==> src/rtl/core_isa_pkg.sv <==
// Core-wide ISA constants shared by every stage and controller.
package core_isa_pkg;

  localparam logic [6:0] OPC_LOAD  = 7'b0000011;
  localparam logic [6:0] OPC_STORE = 7'b0100011;
  localparam logic [6:0] OPC_JAL   = 7'b1101111;
  localparam logic [6:0] OPC_JALR  = 7'b1100111;

endpackage

==> src/rtl/pipeline_ctrl_pkg.sv <==
// Types and encodings private to the pipeline controller; opcodes come from core_isa_pkg.
package pipeline_ctrl_pkg;

  // Memory-port FSM encodings
  localparam logic [1:0] MEM_ST_IDLE = 2'd0;
  localparam logic [1:0] MEM_ST_WAIT = 2'd1;
  localparam logic [1:0] MEM_ST_ERR  = 2'd2;

  // Bundle of PC / pipeline-register enables produced each cycle
  typedef struct packed {
    logic pc_en;
    logic pc_sel;
    logic if_id_en;
    logic id_ex_en;
    logic ex_mem_en;
    logic mem_wb_en;
  } pipe_en_t;

  // True when a decode source operand is read and names the given register
  function automatic logic src_hit(input logic uses, input logic [4:0] rs_num,
                                   input logic [4:0] rd_num);
    return uses && (rs_num == rd_num);
  endfunction

endpackage

==> src/rtl/pipe_mem_arb.sv <==
// Data-memory request/acknowledge FSM with WAIT timeout; generates the pipeline freeze.
module pipe_mem_arb
  import pipeline_ctrl_pkg::*;
#(
  parameter int MEM_TIMEOUT = 64
) (
  input  logic clk,
  input  logic rst_n,
  input  logic v_mem,
  input  logic mem_op_type,
  input  logic mem_ack,
  output logic freeze,
  output logic mem_req,
  output logic mem_err
);

  localparam int TO_W = $clog2(MEM_TIMEOUT + 1);
  localparam logic [TO_W-1:0] WAIT_LAST = TO_W'(MEM_TIMEOUT - 1);

  logic [1:0]      state_q, state_d;
  logic [TO_W-1:0] wait_cnt_q, wait_cnt_d;

  // Next-state, timeout counting and freeze; an ack outside WAIT has no effect
  always_comb begin
    state_d    = state_q;
    wait_cnt_d = wait_cnt_q;
    freeze     = 1'b0;
    case (state_q)
      MEM_ST_IDLE: begin
        if (v_mem && mem_op_type) begin
          freeze     = 1'b1;
          state_d    = MEM_ST_WAIT;
          wait_cnt_d = '0;
        end
      end
      MEM_ST_WAIT: begin
        if (mem_ack) begin
          // Freeze drops in the ack cycle so the MEM instruction retires now
          state_d = MEM_ST_IDLE;
        end else begin
          freeze = 1'b1;
          if (wait_cnt_q == WAIT_LAST) begin
            state_d = MEM_ST_ERR;
          end else begin
            wait_cnt_d = wait_cnt_q + TO_W'(1);
          end
        end
      end
      MEM_ST_ERR: begin
        freeze = 1'b1;
      end
      default: begin
        state_d = MEM_ST_IDLE;
      end
    endcase
  end

  // State and WAIT-cycle counter registers
  always_ff @(posedge clk or negedge rst_n) begin
    if (!rst_n) begin
      state_q    <= MEM_ST_IDLE;
      wait_cnt_q <= '0;
    end else begin
      state_q    <= state_d;
      wait_cnt_q <= wait_cnt_d;
    end
  end

  assign mem_req = (state_q == MEM_ST_WAIT);
  assign mem_err = (state_q == MEM_ST_ERR);

endmodule

==> src/rtl/pipeline_ctrl.sv <==
// 5-stage pipeline sequencing: valid bits, register enables, hazards and stall count.
module pipeline_ctrl
  import pipeline_ctrl_pkg::*;
  import core_isa_pkg::*;
#(
  parameter int MEM_TIMEOUT = 64,
  parameter int CNT_W       = 16
) (
  input  logic             clk,
  input  logic             rst_n,
  input  logic             if_valid,
  input  logic [4:0]       id_rs_1_num,
  input  logic [4:0]       id_rs_2_num,
  input  logic             id_uses_rs_1,
  input  logic             id_uses_rs_2,
  input  logic [6:0]       ex_opcode,
  input  logic [4:0]       ex_rd_num,
  input  logic             ex_redirect,
  input  logic             mem_op_type,
  input  logic             mem_ack,
  output logic             pc_en,
  output logic             pc_sel,
  output logic             if_id_en,
  output logic             id_ex_en,
  output logic             ex_mem_en,
  output logic             mem_wb_en,
  output logic             v_id,
  output logic             v_ex,
  output logic             v_mem,
  output logic             v_wb,
  output logic             mem_req,
  output logic             mem_err,
  output logic [CNT_W-1:0] stall_cnt
);

  logic             v_id_q, v_id_d;
  logic             v_ex_q, v_ex_d;
  logic             v_mem_q, v_mem_d;
  logic             v_wb_q, v_wb_d;
  logic [CNT_W-1:0] stall_cnt_q, stall_cnt_d;
  logic             freeze;
  logic             ld_hit;
  logic             redirect;
  logic             load_use;
  pipe_en_t         en;

  pipe_mem_arb #(
    .MEM_TIMEOUT(MEM_TIMEOUT)
  ) u_mem_arb (
    .clk        (clk),
    .rst_n      (rst_n),
    .v_mem      (v_mem_q),
    .mem_op_type(mem_op_type),
    .mem_ack    (mem_ack),
    .freeze     (freeze),
    .mem_req    (mem_req),
    .mem_err    (mem_err)
  );

  // Hazard terms with priority freeze > redirect > load_use
  always_comb begin
    ld_hit   = v_ex_q && v_id_q && (ex_opcode == OPC_LOAD) && (ex_rd_num != 5'd0) &&
               (src_hit(id_uses_rs_1, id_rs_1_num, ex_rd_num) ||
                src_hit(id_uses_rs_2, id_rs_2_num, ex_rd_num));
    redirect = !freeze && v_ex_q && ex_redirect;
    load_use = !freeze && !redirect && ld_hit;
  end

  // PC and pipeline-register enables
  always_comb begin
    en = '0;
    if (freeze) begin
      en = '0;
    end else if (redirect) begin
      en = '{pc_en: 1'b1, pc_sel: 1'b1, if_id_en: 1'b1, id_ex_en: 1'b1,
             ex_mem_en: 1'b1, mem_wb_en: 1'b1};
    end else if (load_use) begin
      // Hold PC and IF/ID; ID/EX loads a bubble while older stages drain
      en = '{pc_en: 1'b0, pc_sel: 1'b0, if_id_en: 1'b0, id_ex_en: 1'b1,
             ex_mem_en: 1'b1, mem_wb_en: 1'b1};
    end else begin
      en = '{pc_en: 1'b1, pc_sel: 1'b0, if_id_en: 1'b1, id_ex_en: 1'b1,
             ex_mem_en: 1'b1, mem_wb_en: 1'b1};
    end
  end

  // Valid-bit advance; everything holds while frozen
  always_comb begin
    v_id_d  = v_id_q;
    v_ex_d  = v_ex_q;
    v_mem_d = v_mem_q;
    v_wb_d  = v_wb_q;
    if (!freeze) begin
      v_wb_d  = v_mem_q;
      v_mem_d = v_ex_q;
      v_ex_d  = (redirect || load_use) ? 1'b0 : v_id_q;
      v_id_d  = redirect ? 1'b0 : (load_use ? v_id_q : if_valid);
    end
  end

  // Saturating stall-cycle counter
  always_comb begin
    stall_cnt_d = stall_cnt_q;
    if ((freeze || load_use) && (stall_cnt_q != {CNT_W{1'b1}})) begin
      stall_cnt_d = stall_cnt_q + CNT_W'(1);
    end
  end

  // Valid-bit and stall-counter registers
  always_ff @(posedge clk or negedge rst_n) begin
    if (!rst_n) begin
      v_id_q      <= 1'b0;
      v_ex_q      <= 1'b0;
      v_mem_q     <= 1'b0;
      v_wb_q      <= 1'b0;
      stall_cnt_q <= '0;
    end else begin
      v_id_q      <= v_id_d;
      v_ex_q      <= v_ex_d;
      v_mem_q     <= v_mem_d;
      v_wb_q      <= v_wb_d;
      stall_cnt_q <= stall_cnt_d;
    end
  end

  assign pc_en     = en.pc_en;
  assign pc_sel    = en.pc_sel;
  assign if_id_en  = en.if_id_en;
  assign id_ex_en  = en.id_ex_en;
  assign ex_mem_en = en.ex_mem_en;
  assign mem_wb_en = en.mem_wb_en;
  assign v_id      = v_id_q;
  assign v_ex      = v_ex_q;
  assign v_mem     = v_mem_q;
  assign v_wb      = v_wb_q;
  assign stall_cnt = stall_cnt_q;

endmodule
==> config.mk <==
export PLATFORM = sky130hd
export DESIGN_NAME = pipeline_ctrl
export DESIGN_NICKNAME = d
export VERILOG_FILES = /design/src/rtl/core_isa_pkg.sv /design/src/rtl/pipeline_ctrl_pkg.sv /design/src/rtl/pipe_mem_arb.sv /design/src/rtl/pipeline_ctrl.sv
export SDC_FILE = /design/constraint.sdc
export NUM_CORES = 1
export LEC_CHECK = 0
export BUFFER_PORTS_ARGS = -buffer_cell sky130_fd_sc_hd__buf_2
export CORE_MARGIN = 3
export CORE_UTILIZATION = 45
export CTS_BUF_LIST = sky130_fd_sc_hd__clkbuf_8 sky130_fd_sc_hd__clkbuf_16
export CTS_CLUSTER_DIAMETER = 200
export DETAILED_ROUTE_END_ITERATION = 10
export PLACE_DENSITY = 0.76
export REMOVE_ABC_BUFFERS = 1
export SLEW_MARGIN = 20
export SYNTH_ARGS = -nofsm -noshare
export SYNTH_HDL_FRONTEND = slang
export SYNTH_HIERARCHICAL = 1
export SYNTH_SLANG_ARGS = --single-unit
==> constraint.sdc <==
create_clock -name clk -period 2 [get_ports clk]
set_input_delay 0.1 -clock clk [delete_from_list [all_inputs] [get_ports clk]]
set_output_delay 0.1 -clock clk [all_outputs]
set_load 0.03 [all_outputs]
==> impl_metrics.toml <==
[floorplan]
die_x_um = 67.0
rows = 21
die_y_um = 67.0
ios = 58
start_util_pct = 48.3
die_area_mm2 = 0.00449
core_mm2 = 0.00347

[cells_and_area]
drive_gt1_share_pct = 37.5
final_common_cell = "buf_2"
post-route-util_pct = 61.2
syn2layout_area_growth_pct = 26.8
fillers = 305
diodes = 0
final_cells = 270
final_cell_mix = "buf_2, dfrtp_1, nand2_1"
fin_nets = 256

[timing]
slew_viol_final = 0
hold_viol = 0
finalClockSkew_ns = 0.00649
worst_pin_slew_ns = 0.634
rsz0062_at_grt = "false"
max_freq_ghz = 0.538
setup_violations = 0
post-route-period-util_pct = 92.9
worst_slack_ns = 0.142
setup_tns_ns = 0
period_needed_ns = 1.86
slew_headroom_pct = 57.7

[worst_setup_path]
cp.required_ns = 1.90
critPathLaunchType = "flip-flop"
cp-end-kind = "output port"
cp_max_fo = 6
path_class = "reg -> out"
worstPathArrival_ns = 1.76

[clock_tree]
cts_max_level = 2
clk_latency_ns = 0.28
cts_sinks = 29
cts_made_buffers = 5
cts_tree = "done"
clockRootBuffer = "clkbuf_8"
postCtsSetupRepairBufs = 0
cts.clk_slew.worst_paths_ns = 0.05
clk_path_buf_depth = 2

[power]
power.internal_mw = 0.895
powerDensity_mw_per_mm2 = 536
p_sw_mw = 0.244
irDropWorstVdd_uv = 382
finalPower_mw = 1.14
p_leak_nw = 1.09
power_frac_comb_pct = 7.0
share_seq_of_total_power_pct = 51.7
p_clk_share_pct = 41.3
switching_share_pct = 21.4

[placed_design]
placement.io_buffers = 57
dp_hpwl_um = 2750
dp.cells = 262
gp_congestion = 0.776
dp_slack_ns = 0.126

[detailed_routing]
first_pass_iters = 4
routedWlPerCell_um = 13.3
drc = 0
drt_iter0_markers = 64
via_count = 1410
drt-total-wl_um = 3600
routed_via_density = 5.22
antenna_left = 0

[yosys]
synth_edf_count = 0
syn-cell-area_mm2 = 0.00167
ys_seq_area_share_pct = 43.3
postSynth.asyncResetShare_pct = 100
syn_inst = 160
yosys_warnings = 6
synthFlopType = "dfrtp_1"
synth_cell_type_count = 42
avgSynthCellArea_um2 = 10.5
synth-seq-cells = 29

[global_route]
grt_remaining_overflow = 0
grt_pass1_vias = 1348
grt_antenna_before_repair = 0
grt_max_degree = 30
grt_pass1_wl_um = 5870
grt_usage_pct = 17.4

[min_path]
hp-class = "in -> reg"

[run]
drv_cap = 0

[run_status]
status = "completed"
==> critical path: stages (launching register included) <==
cell,delay (ns)
dfrtp_1,0.41
or3b_4,0.43
o21ai_1,0.18
buf_4,0.21
inv_1,0.08
buf_2,0.18
==> power groups by stage <==
stage	registers, mW	clock network [mW]	logic (mW)
after global routing	0.589	0.506	0.0885
after global placement	0.600	0	0.0792
final	0.589	0.470	0.0796
after CTS	0.589	0.487	0.0816
after detailed placement	0.600	0	0.0798
after floorplan	0.602	0	0.0284
==> synthesized netlist by cell type, types with 3 or more instances <==
master | count | area share [%]
dfrtp_1 | 29 | 43
nand2_1 | 20 | 4.5
xor2_1 | 15 | 7.8
xnor2_1 | 10 | 5.2
nand3_1 | 8 | 2.4
nor2_1 | 8 | 1.8
nor3_1 | 8 | 2.4
buf_4 | 5 | 2.2
nand4_1 | 5 | 1.9
inv_1 | 4 | 0.90
nor4_1 | 4 | 1.5
a21oi_1 | 3 | 0.90
mux2_2 | 3 | 2.0
nor3b_1 | 3 | 1.3
==> layout make-up <==
cell class	count	area, um2	area share [%]
sequential	29	726	34.2
inverter	4	15.0	0.707
clock buffer	6	82.6	3.89
multi-input combinational	120	886	41.7
clock inverter	1	3.75	0.177
tap	46	57.6	2.71
timing repair buffer	64	353	16.6
==> timing repair <==
action / 4_1_cts / 5_1_grt
hold buffers: 1 / 0
hold endpoints to repair: 29 / 0
setup endpoints to repair: 0 / 4
resized for setup: 0 / 2
==> final timing paths <==
| check | startpoint | end | slack (ns) | depth (start not counted) |
|---|---|---|---|---|
| worst min-delay path | if_valid | v_id$_DFFE_PN0P_ | 0.07 | 3 |
| worst max register to register | u_mem_arb/state_q[1]$_DFFE_PN0P_ | stall_cnt[14]$_DFFE_PN0P_ | 0.15 | 6 |
| max in group asynchronous | rst_n | u_mem_arb/state_q[0]$_DFFE_PN0P_ | 1.21 | 2 |
| min in group asynchronous | rst_n | stall_cnt[15]$_DFFE_PN0P_ | 0.38 | 2 |
| worst min register to register | stall_cnt[10]$_DFFE_PN0P_ | stall_cnt[10]$_DFFE_PN0P_ | 0.48 | 1 |
| worst max-delay path | u_mem_arb/state_q[1]$_DFFE_PN0P_ | id_ex_en | 0.14 | 5 |
==> per-layer routing <==
metal	routed length, um	global-route usage [%]	vias to the layer above
met4	37	4.56	0
met3	178	6.07	4
met5	0	0	-
li1	-	-	701
met2	1740	27.7	34
met1	1640	22.5	671
==> metrics by stage <==
step	instance area, um2	hold WS (ns)
after detailed placement	2020	0.159
after floorplan	1610	-0.196
final	2120	0.0719
after CTS	2120	0.0669
after global placement	2020	0.162
after global routing	2120	0.0647
==> flip-flops by register name, summed over array words and instances, names as in the netlist <==
signal and count:
stall_cnt 16, v_id 1, v_ex 1, v_mem 1, v_wb 1, u_mem_arb/state_q 2
u_mem_arb/wait_cnt_q 7
==> kinds of logic (layout without fill, tap and decap cells) <==
group                    Yosys count  in the layout  synth area share (%)
adder cells (fa/ha/maj)            2              2                  1.49
flip-flops                        29             29                  43.3
buffers and inverters             11             75                  4.48
AND/OR/NAND/NOR                   73             73                  25.8
multiplexers                       4              4                  2.62
AO/OA/AOI/OAI                     16             16                  9.19
XOR/XNOR                          25             25                  13.1
Note: power is estimated with default switching activity, not from simulation.
